===== src/rtl/vga_fb_arbiter.sv =====
// Framebuffer RAM port arbiter: display reads, clear engine, two writers.
// Ports: clk_vga/rst_n, vga_xpos/ypos in, vga_data out, ram_* single port,
//        wr_req/addr/data/ack for engines A and B, clr_req/color/busy/done.
module vga_fb_arbiter #(
    parameter int FB_W_LOG2  = 8,
    parameter int FB_H       = 192,
    parameter int SCALE_LOG2 = 2
) (
    input  logic        clk_vga,
    input  logic        rst_n,
    input  logic [9:0]  vga_xpos,
    input  logic [9:0]  vga_ypos,
    output logic [11:0] vga_data,
    output logic [15:0] ram_addr,
    output logic [11:0] ram_wdata,
    output logic        ram_we,
    input  logic [11:0] ram_rdata,
    input  logic        wr_req_a,
    input  logic        wr_req_b,
    input  logic [15:0] wr_addr_a,
    input  logic [15:0] wr_addr_b,
    input  logic [11:0] wr_data_a,
    input  logic [11:0] wr_data_b,
    output logic        wr_ack_a,
    output logic        wr_ack_b,
    input  logic        clr_req,
    input  logic [11:0] clr_color,
    output logic        clr_busy,
    output logic        clr_done
);

    localparam logic [15:0] LAST =
        16'((1 << FB_W_LOG2) * FB_H - 1);
    localparam logic [15:0] XMASK =
        16'((1 << FB_W_LOG2) - 1);

    typedef enum logic {IDLE, CLEAR} state_t;

    state_t      state;
    logic [15:0] clr_cnt;
    logic [11:0] clr_col;
    logic        disp_d1;
    logic        disp_d2;
    logic        rr_b;

    logic        disp;
    logic [9:0]  xm;
    logic [9:0]  ym;
    logic [15:0] rd_addr;
    logic        elig_a;
    logic        elig_b;
    logic        grant;
    logic        pick_b;
    logic [15:0] g_addr;
    logic [11:0] g_data;

    always_comb begin
        disp    = (vga_xpos != 10'd0) && (vga_ypos != 10'd0);
        xm      = (vga_xpos - 10'd1) >> SCALE_LOG2;
        ym      = (vga_ypos - 10'd1) >> SCALE_LOG2;
        rd_addr = ({6'd0, ym} << FB_W_LOG2)
                | ({6'd0, xm} & XMASK);
        // a requester still seeing its ack is holding the old request
        elig_a  = wr_req_a & ~wr_ack_a;
        elig_b  = wr_req_b & ~wr_ack_b;
        grant   = elig_a | elig_b;
        pick_b  = elig_b & (~elig_a | rr_b);
        g_addr  = pick_b ? wr_addr_b : wr_addr_a;
        g_data  = pick_b ? wr_data_b : wr_data_a;
    end

    always_ff @(posedge clk_vga or negedge rst_n) begin
        if (!rst_n) begin
            state     <= IDLE;
            clr_cnt   <= '0;
            clr_col   <= '0;
            disp_d1   <= 1'b0;
            disp_d2   <= 1'b0;
            rr_b      <= 1'b0;
            vga_data  <= '0;
            ram_addr  <= '0;
            ram_wdata <= '0;
            ram_we    <= 1'b0;
            wr_ack_a  <= 1'b0;
            wr_ack_b  <= 1'b0;
            clr_busy  <= 1'b0;
            clr_done  <= 1'b0;
        end else begin
            wr_ack_a <= 1'b0;
            wr_ack_b <= 1'b0;
            clr_done <= 1'b0;
            disp_d1  <= disp;
            disp_d2  <= disp_d1;
            vga_data <= disp_d2 ? ram_rdata : 12'h000;

            if (state == IDLE && clr_req) begin
                state    <= CLEAR;
                clr_col  <= clr_color;
                clr_cnt  <= '0;
                clr_busy <= 1'b1;
            end

            if (disp) begin
                ram_we   <= 1'b0;
                ram_addr <= rd_addr;
            end else if (state == CLEAR) begin
                ram_we    <= 1'b1;
                ram_addr  <= clr_cnt;
                ram_wdata <= clr_col;
                clr_cnt   <= clr_cnt + 16'd1;
                if (clr_cnt == LAST) begin
                    state    <= IDLE;
                    clr_busy <= 1'b0;
                    clr_done <= 1'b1;
                end
            end else if (!clr_req && grant) begin
                ram_addr  <= g_addr;
                ram_wdata <= g_data;
                // out-of-range writes are acknowledged but dropped
                ram_we    <= (g_addr <= LAST);
                wr_ack_a  <= ~pick_b;
                wr_ack_b  <= pick_b;
                rr_b      <= ~pick_b;
            end else begin
                ram_we <= 1'b0;
            end
        end
    end

endmodule

===== config.mk =====
export PLATFORM = sky130hd
export DESIGN_NAME = vga_fb_arbiter
export DESIGN_NICKNAME = d
export VERILOG_FILES = /design/src/rtl/vga_fb_arbiter.sv
export SDC_FILE = /design/constraint.sdc
export NUM_CORES = 1
export LEC_CHECK = 0
export BUFFER_PORTS_ARGS = -buffer_cell sky130_fd_sc_hd__buf_4
export CAP_MARGIN = 10
export CORE_UTILIZATION = 45
export CTS_BUF_LIST = sky130_fd_sc_hd__clkbuf_8
export CTS_CLUSTER_DIAMETER = 200
export DETAILED_ROUTE_END_ITERATION = 8
export GPL_TIMING_DRIVEN = 0
export PLACE_DENSITY = 0.73
export SLEW_MARGIN = 15
export SYNTH_ARGS = -nofsm -noshare
export SYNTH_HDL_FRONTEND = slang
export SYNTH_SLANG_ARGS = --single-unit

===== constraint.sdc =====
create_clock -name clk_vga -period 4.1 [get_ports clk_vga]
set_clock_uncertainty 0.15 [all_clocks]
set_input_delay 0.82 -clock clk_vga [delete_from_list [all_inputs] [get_ports clk_vga]]
set_output_delay 0.82 -clock clk_vga [all_outputs]
set_load 0.01 [all_outputs]

==> results.ini, run 1 <==
[clocking]
cts.sinks = 77
numCtsBuffers = 9
post_cts_resized = 0
ctsHtreeMaxLevel = 3
holdBufCountCts = 0
cts_tree = yes
path_clk_slew_ps = 80
clockBufferDepth = 2
post_cts_buffers = 0
clock_latency_ps = 360
root_buffer = clkbuf_8

[final_layout]
area_growth_pct = 36.3
antenna_cells = 0
design_area_um2 = 5410
final_nets = 665
drive_gt1_frac = 0.358

[yosys]
synth_ff_type = dfrtp_1
synth_nets = 505
synth.avg_cell_area_um2 = 9.95
synthesis.instances = 399
async_flop_share = 1.00
yosys_warnings = 0
yosysUniqueCellTypes = 56
syn_area_um2 = 3970
synth_edf_count = 0
ys_ff_latch = 77
ys_seq_area_frac = 0.485

[placement]
gp_congestion = 0.860
portBuffers = 149
place_area_um2 = 5220
dp_hpwl_um = 9000

[outcome]
status = complete, no violations

[pwr]
p_per_area_nw_per_um2 = 304
power_frac_seq = 0.497
ir_drop_mv = 0.175
internal-power_mw = 1.22
comb_power_share = 0.157
p_sw_frac = 0.260
power_mw = 1.65
clockPowerShare = 0.346
netSwitchingPower_mw = 0.428
p_leak_nw = 2.62

[min_path]
hold_end = disp_d2
hold_class = flip-flop to flip-flop
holdPathStages = 0
hold_start = disp_d1

[timing]
setup_viol = 0
period_needed_ps = 2980
slew_headroom = 0.346
max_freq_mhz = 336
tns_ps = 0
timing.final.crit_share = 0.726
rsz0062_at_grt = no
hold_viol = 0
tightest_slew_ps = 981
slew_violations = 0

[route]
num_vias = 3783
drt-total-wl_um = 11900
viasPerCell = 5.65
dr.first_iter.drc_count = 178
dr.pass1.iters = 5
wire_per_inst_um = 17.8
ant_nets = 0
drc = 0

[flow_run]
drv_cap = 0

[critical_path]
cp-end-kind = flip-flop
cp_slowest_stage_delay_ps = 530
worst_setup_path_start_kind = input port
crit_buf_inv = 2
crit_type = input port to flip-flop
timing.rr.start = wr_ack_a
rrSetupSlack_ps = 1580
crit_path_top_delay_cell = or4_4
crit_chain = buf_4 > or4_4 > buf_6 > nor3_1 > o2111ai_2 > nor4_1 > a21oi_1
arrival_ps = 3050
r2r_cells = 7
required_ps = 4170
cp_max_fo = 10
timing.rr.end = ram_addr[13]
path_delay_family = simple AND/OR/NAND/NOR gates

[floorplanning]
die_area_um2 = 9200
rows = 33
floorplan.initialDensity = 0.474
die-height_um = 95.9
core_um2 = 8380
die_w_um = 95.9
io_pins = 150

[global_routing]
globalRouteTotalUtil = 0.275
grt_pass1_vias = 3641
grt-ovfl-total = 0
grt_pass1_wl_um = 18700
antenna_found_initial = 0
grt_max_degree = 78

-- final cells by class --
class | count | area (µm²)
buffer | 26 | 115
clock buffer | 9 | 124
clock inverter | 7 | 67.6
fill | 704 | 2970
inverter | 3 | 13.8
multi-input combinational | 293 | 1910
sequential | 77 | 1930
tap | 105 | 131
timing repair buffer | 149 | 1120
-- layout by cell type (no fill, tap or decap), types with 10 or more instances in the layout --
master    netlist  final
a211o_1        10     10
o21ai_0        19     19
and3_1         10     10
buf_4           0    149
dfrtp_1        77     77
mux2i_1        20     20
nand2_1        55     55
nand3_1        10     10
mux2_2         24     24
nor2_1         26     26
clkbuf_1       19     19
a21oi_1        18     18
and2_1         14     14
-- worst reg2reg max path, cell delays in order (launching register included) --
cell and delay, ps:
dfrtp_1 390, or3b_2 480, nand2_1 90, buf_2 340, clkbuf_1 410, nand2_1 100
a211o_1 270, a22oi_1 190
-- metal layers --
| layer | GRT usage | share of wire | routed length [µm] |
|---|---|---|---|
| met5 | 0 | 0 | 0 |
| met4 | 0.0746 | 0.011 | 132 |
| met2 | 0.473 | 0.50 | 5920 |
| met1 | 0.337 | 0.41 | 4940 |
| met3 | 0.0774 | 0.079 | 938 |
-- how the worst max path moves through the flow --
stage | cells past startpoint | to | from
final | 7 | clr_busy | vga_ypos[2]
after global routing | 7 | clr_busy | vga_xpos[0]
after CTS | 7 | clr_busy | vga_ypos[2]
after detailed placement | 7 | clr_busy | vga_ypos[2]
after global placement | 9 | ram_addr[5] | vga_ypos[2]
after floorplan | 7 | clr_cnt[7] | vga_ypos[2]
-- state kept, by name (all words and copies together), names as in the netlist --
name and flops:
ram_addr 16, clr_col 12, clr_cnt 16, wr_ack_a 1
ram_we 1, wr_ack_b 1, disp_d1 1, clr_done 1
state 1, ram_wdata 12, vga_data 12, clr_busy 1
rr_b 1, disp_d2 1
-- logic make-up (layout without fill, tap and decap cells) --
family,after synthesis,in the layout,synth area share
and+or+nand+nor,148,148,0.185
AOI/OAI and AO/OA,93,93,0.160
DFF,77,77,0.485
muxes,44,44,0.119
buffers and inverters,29,194,0.0325
xor gates and xnor gates,7,7,0.0154
adders and majority gates,1,1,0.00315
-- stage by stage --
step | instances | worst slack (ps) | utilization | hold WS [ps]
after CTS | 669 | 1120 | 0.645 | 202
after floorplan | 399 | 1170 | - | 181
final | 669 | 1120 | 0.645 | 207
after global placement | 653 | 840 | 0.623 | 182
after global routing | 669 | 967 | 0.645 | 228
after detailed placement | 653 | 738 | 0.623 | 185
-- power groups by stage --
stage | clock, mW | sequential [mW] | combinational [mW]
after floorplan | 0 | 0.839 | 0.0918
after global placement | 0 | 0.831 | 0.253
after detailed placement | 0 | 0.832 | 0.258
after CTS | 0.581 | 0.817 | 0.260
after global routing | 0.610 | 0.823 | 0.284
final | 0.570 | 0.817 | 0.259
-- cells in the mapped netlist (2+ instances only) --
| master | n | area [µm²] |
|---|---|---|
| o31ai_1 | 6 | 45.0 |
| o211ai_1 | 5 | 37.5 |
| o21a_1 | 2 | 15.0 |
| nor2b_1 | 3 | 18.8 |
| a31oi_1 | 9 | 56.3 |
| nor3_1 | 9 | 45.0 |
| mux2i_1 | 20 | 200 |
| nand4_1 | 4 | 25.0 |
| a2bb2oi_1 | 3 | 26.3 |
| buf_2 | 2 | 10.0 |
| inv_1 | 2 | 7.51 |
| dfrtp_1 | 77 | 1930 |
| o31a_1 | 2 | 17.5 |
| nand3_1 | 10 | 50.1 |
| and2_1 | 14 | 87.6 |
| nor2_1 | 26 | 97.6 |
| and3_1 | 10 | 62.6 |
| a22oi_1 | 3 | 22.5 |
| xnor2_1 | 6 | 52.6 |
| a211o_1 | 10 | 87.6 |
| a21oi_1 | 18 | 90.1 |
| buf_6 | 2 | 22.5 |
| mux2_2 | 24 | 270 |
| nor4_1 | 3 | 18.8 |
| buf_1 | 3 | 11.3 |
| nand2_1 | 55 | 206 |
| a211oi_1 | 3 | 22.5 |
| clkbuf_1 | 19 | 71.3 |
| nand2b_1 | 4 | 25.0 |
| o21ai_0 | 19 | 95.1 |
No activity file was read; power rests on OpenSTA's default activity.
==> inputs of run 2 (changes only) <==
- ABC_AREA: default -> 1
- PLACE_DENSITY: 0.73 -> 0.74
- clock period: 4.1 -> 2.5 ns (I/O delays scaled with it)
==> results.ini, run 2 <==
[final_layout]
final_nets = 934  ; +40%
instances_no_fill = 966  ; +44%
final_cell_mix = nand2_1 (320), buf_4 (152), dfrtp_1 (77)
layout_commonest_cell = nand2_1
top_regs = clr_cnt x16, ram_addr x16
postLayoutCoreUtil = 0.617  ; -0.0283
antenna_cells = 0  ; unchanged
drive_gt1_frac = 0.255  ; -0.104
design_area_um2 = 6030  ; +11%
area_growth_pct = 33.0

[clocking]
cts_tree = yes
numCtsBuffers = 9  ; unchanged
ctsHtreeMaxLevel = 3  ; unchanged
cts.sinks = 77  ; unchanged
post_cts_buffers = 0  ; unchanged
holdBufCountCts = 0  ; unchanged
path_clk_slew_ps = 80  ; about the same
post_cts_resized = 0  ; unchanged
clock_latency_ps = 360  ; about the same
clockBufferDepth = 2  ; unchanged
root_buffer = clkbuf_8

[yosys]
synthTopCellsByArea = dfrtp_1 (42%), nand2_1 (26%), nand3_1 (5.0%)
synth_top_family_by_area = simple AND/OR/NAND/NOR gates
synth.avg_cell_area_um2 = 6.79  ; -32%
async_flop_share = 1.00  ; unchanged
yosysMostFrequentCell = nand2_1
synthXorXnorAreaFrac = 0.00579  ; -0.00966
synth_nets = 774  ; +53%
synth_ff_type = dfrtp_1
synth_largest_area_cell = dfrtp_1
synth_common_cells = nand2_1 (320), dfrtp_1 (77), inv_1 (54), nor2_1 (48), nand3_1 (45)
syn_area_um2 = 4540  ; +14%
synth_edf_count = 0  ; unchanged
yosysUniqueCellTypes = 32  ; -43%
ys_seq_area_frac = 0.425  ; -0.0608
ys_ff_latch = 77  ; unchanged
synthesis.instances = 668  ; +67%
yosys_warnings = 0  ; unchanged
synthAdderAreaFrac = 0.00276  ; -0.000395
synthMuxAreaShare = 0  ; -0.119
yosys.area_share.simple = 0.414  ; +0.229
synth-compound-area-share = 0.0645  ; -0.0956
synth_top_area_frac = 0.425  ; -0.0608

[placement]
dp.cells = 950  ; +45%
dp_hpwl_um = 10000  ; +11%
gp_congestion = 0.892  ; +3.7%
post-place-ws_ps = 421  ; -317 ps
portBuffers = 149  ; unchanged
place_area_um2 = 5820  ; +12%

[route]
drt-total-wl_um = 13000  ; +9.0%
num_vias = 4720  ; +25%
dr.pass1.iters = 4  ; -1
wire_per_inst_um = 13.5  ; -24%
dr.first_iter.drc_count = 274  ; +54%
drc = 0  ; unchanged
ant_nets = 0  ; unchanged
viasPerCell = 4.89  ; -14%

[critical_path]
cp_max_fo = 10  ; unchanged
worst_setup_path_start_kind = flip-flop
crit_type = flip-flop to flip-flop
crit_chain = inv_1 > nand3_1 > nand2_1 > buf_4 > buf_4 > nand2_1 > a31oi_1 > nand2_1 > nand2_1
crit_top_cell = nand2_1
crit_path_top_delay_cell = dfrtp_1
required_ps = 2650  ; -1520 ps
cp-end-kind = flip-flop
rrSetupSlack_ps = 560  ; -1020 ps
arrival_ps = 2090  ; -960 ps
crit_buf_inv = 3  ; +1
timing.rr.start = wr_ack_a
crit_end = ram_wdata[3]
path_delay_family = simple AND/OR/NAND/NOR gates
r2r_cells = 9  ; +2
crit_start = wr_ack_a
cp.depth = 9  ; +2
timing.rr.end = ram_wdata[3]
cp_slowest_stage_delay_ps = 380  ; -150 ps

[timing]
holdWs_ps = 145  ; -62.1 ps
slew_headroom = 0.350  ; +0.00401
tightest_slew_ps = 975  ; -6.02 ps
slew_violations = 0  ; unchanged
hold_viol = 0  ; unchanged
setup_viol = 0  ; unchanged
tns_ps = 0  ; unchanged
max_freq_mhz = 516
timing.final.crit_share = 0.776
period_needed_ps = 1940
setup_ws_ps = 561  ; -562 ps
rsz0062_at_grt = no

[pwr]
p_leak_nw = 3.31  ; +26%
comb_power_share = 0.158  ; about the same
power_mw = 2.79  ; +69%
internal-power_mw = 2.05  ; +68%
power_frac_seq = 0.486  ; -0.011
p_sw_frac = 0.263  ; +0.00350
netSwitchingPower_mw = 0.734  ; +72%
p_per_area_nw_per_um2 = 462  ; +52%
clockPowerShare = 0.357  ; +0.011
ir_drop_mv = 0.320  ; +83%

[global_routing]
grt_pass1_wl_um = 20800  ; +11%
grt-ovfl-total = 0  ; unchanged
antenna_found_initial = 0  ; unchanged
globalRouteTotalUtil = 0.262  ; -0.0132
grt_pass1_vias = 4461  ; +23%
grt_max_degree = 78  ; unchanged

[floorplanning]
die_area_um2 = 10500  ; +14%
die_w_um = 102  ; +6.8%
core_um2 = 9770  ; +17%
die-height_um = 102  ; +6.8%
io_pins = 150  ; unchanged
floorplan.initialDensity = 0.464  ; -0.00935
rows = 36  ; +9.1%

[outcome]
status = complete, no violations

[flow_run]
drv_cap = 0  ; unchanged

[min_path]
hold_class = input port to async pin

run 2: cell types whose count changed after synthesis, sizes merged, moves of 12 or more:
cell and change:
nor2 +36, nand3 +37, mux2 -24, buf +12
inv +55, nand2 +271, and2 -14, o21ai +16
mux2i -20, a21oi -12
run 2: final cells by class:
class,count,area [µm²]
Buffer,28,175
Timing Repair Buffer,149,1120
Clock buffer,11,151
Sequential cell,77,1930
Inverter,59,224
Fill cell,910,3740
Multi-Input combinational cell,504,2210
Clock inverter,5,58.8
Tap cell,133,166
run 2: logic make-up (layout without fill, tap and decap cells):
group	count (synthesis)	after routing
buf+inv	87	252
xor+xnor	3	3
fa+ha+maj	1	1
compound gates	55	55
flops	77	77
simple gates	445	445
run 2: worst min-delay path by stage:
| stage | depth (start not counted) | endpoint | from | slack [ps] |
|---|---|---|---|---|
| after floorplan | 0 | clr_busy | rst_n | 50 |
| after global placement | 0 | disp_d2 | disp_d1 | 190 |
| after detailed placement | 0 | disp_d2 | disp_d1 | 200 |
| final | 1 | vga_data[6] | rst_n | 140 |
| after global routing | 3 | vga_data[1] | ram_rdata[1] | 170 |
| after CTS | 3 | vga_data[2] | ram_rdata[2] | 160 |
run 2: layer usage:
| metal | GRT usage | wire length (µm) | vias up |
|---|---|---|---|
| li1 | - | - | 2375 |
| met2 | 0.434 | 6070 | 159 |
| met5 | 0 | 0 | - |
| met1 | 0.327 | 5630 | 2152 |
| met3 | 0.0506 | 913 | 34 |
| met4 | 0.129 | 386 | 0 |
run 2: power groups by stage:
stage	logic, mW	registers (mW)	clock network (mW)
floorplan	0.166	1.38	0
global placement	0.433	1.38	0
detailed placement	0.442	1.38	0
CTS	0.443	1.35	1.02
global route	0.494	1.36	1.06
finish	0.440	1.35	0.993
run 2: worst reg2reg max path, cell delays in order, from the launching register on:
cell,delay (ps)
dfrtp_1,380
inv_1,70
nand3_1,240
nand2_1,190
buf_4,200
buf_4,190
nand2_1,70
a31oi_1,250
nand2_1,90
nand2_1,60
==> inputs of run 3 (changes only) <==
- PLACE_DENSITY: 0.74 -> 0.71
- clock period: 2.5 -> 2 ns (I/O delays scaled with it)
==> results.ini, run 3 (synthesis gave the netlist of run 2 again) <==
[timing]
tns_ps = 0  ; unchanged
setup_viol = 0  ; unchanged
hold_viol = 0  ; unchanged
slew_headroom = 0.349  ; -0.00107
max_freq_mhz = 542  ; +5.1%
slew_violations = 0  ; unchanged
rsz0062_at_grt = no
tightest_slew_ps = 976  ; +1.61 ps
period_needed_ps = 1840  ; -94.9 ps
timing.final.crit_share = 0.922  ; +0.146

[route]
wl_met3_um = 855  ; -6.4%
num_vias = 4719  ; -0.021%
drt-total-wl_um = 12800  ; -1.7%
viasPerCell = 4.89  ; about the same
ant_nets = 0  ; unchanged
met1Wirelength_um = 5390  ; -4.3%
wire_per_inst_um = 13.2  ; -1.7%
wl_met2_um = 6100  ; +0.44%
dr.first_iter.drc_count = 183  ; -33%
top_layer_used = met4
dr.pass1.iters = 5  ; +1
drc = 0  ; unchanged

[global_routing]
globalRouteTotalUtil = 0.258  ; -0.00335
antenna_found_initial = 0  ; unchanged
grt_pass1_vias = 4617  ; +3.5%
grt_pass1_wl_um = 20600  ; -0.87%
grt_max_degree = 78  ; unchanged
grt-ovfl-total = 0  ; unchanged

[outcome]
status = complete, no violations

[clocking]
numCtsBuffers = 9  ; unchanged
clock_latency_ps = 350  ; about the same
cts.sinks = 77  ; unchanged
root_buffer = clkbuf_8
path_clk_slew_ps = 90  ; about the same
ctsHtreeMaxLevel = 3  ; unchanged
clockBufferDepth = 2  ; unchanged
post_cts_buffers = 0  ; unchanged
cts_tree = yes

[flow_run]
drv_cap = 0  ; unchanged

[final_layout]
antenna_cells = 0  ; unchanged
drive_gt1_frac = 0.262  ; +0.00720
final_cell_mix = nand2_1 (320), buf_4 (152), dfrtp_1 (76)
final_nets = 934  ; unchanged
layout_commonest_cell = nand2_1
top_regs = clr_cnt x16, ram_addr x16
instances_no_fill = 966  ; unchanged
area_growth_pct = 33.7

[pwr]
p_per_area_nw_per_um2 = 595  ; +29%
ir_drop_mv = 0.389  ; +22%
p_leak_nw = 3.31  ; +0.27%

[critical_path]
worst_setup_path_start_kind = flip-flop
required_ps = 2140  ; -510 ps
timing.rr.end = ram_wdata[2]
crit_type = flip-flop to flip-flop
arrival_ps = 1980  ; -110 ps
rrSetupSlack_ps = 160  ; -410 ps
r2r_cells = 9  ; unchanged
crit_start = wr_ack_a
crit_end = ram_wdata[2]
cp_max_fo = 10  ; unchanged
cp-end-kind = flip-flop
timing.rr.start = wr_ack_a

[placement]
dp.cells = 950  ; unchanged
dp_hpwl_um = 10100  ; +1.1%
gp_congestion = 0.888  ; -0.41%
portBuffers = 149  ; unchanged

[floorplanning]
die_area_um2 = 10500  ; unchanged
die-height_um = 102  ; unchanged
rows = 36  ; unchanged
io_pins = 150  ; unchanged
floorplan.initialDensity = 0.464  ; unchanged
die_w_um = 102  ; unchanged
core_um2 = 9770  ; unchanged

[min_path]
hold_class = input port to async pin

[run 3: critical path, cell delays in order, from the launching register on]
cell and delay [ps]:
dfrtp_1 380, inv_1 80, nand3_2 160, nand2_1 140
buf_4 190, buf_4 190, nand2_1 60, a31oi_1 270
nand2_1 90, nand2_1 60
[run 3: per-layer routing]
metal / global-route usage / vias up
met3: 0.0622 / 35
met4: 0.116 / 0
met1: 0.309 / 2142
met2: 0.440 / 164
met5: 0 / -
li1: - / 2378
[run 3: worst min-delay path by stage]
stage	start	end	cells past startpoint
after global placement	disp_d1	disp_d2	0
after CTS	ram_rdata[9]	vga_data[9]	3
final	rst_n	vga_data[5]	1
after global routing	ram_rdata[8]	vga_data[8]	3
after detailed placement	disp_d1	disp_d2	0
after floorplan	rst_n	clr_busy	0
[run 3: area by class of cell]
cell class	instances	area [µm²]
inverter	59	224
timing repair buffer	149	1120
sequential	77	1930
clock inverter	6	93.8
clock buffer	10	138
multi-input combinational	504	2220
tap	133	166
fill	917	3710
buffer	28	175
[run 3: timing repair]
item | 4_1_cts | 5_1_grt
hold buffers | 0 | 0
endpoints found under the setup margin | 0 | 16
hold endpoints to repair | 0 | 0
gates resized for setup | 0 | 5
[run 3: power breakdown]
part | total [mW] | switching [mW] | internal [mW] | leakage, nW
Sequential | 1.69 | 0.0542 | 1.64 | 0.965
Combinational | 0.550 | 0.267 | 0.283 | 2.23
Clock | 1.37 | 0.617 | 0.750 | 0.119
[run 3: per-stage QoR]
step	util	area (µm²)	total power [mW]	setup WS, ps	hold WS [ps]
floorplan	-	4540	1.93	366	-45.6
global placement	0.596	5820	2.26	42.5	185
detailed placement	0.596	5820	2.28	19.2	187
CTS	0.619	6050	3.65	59.9	67.4
global route	0.620	6060	3.78	12.4	74.2
finish	0.620	6060	3.61	156	24.2
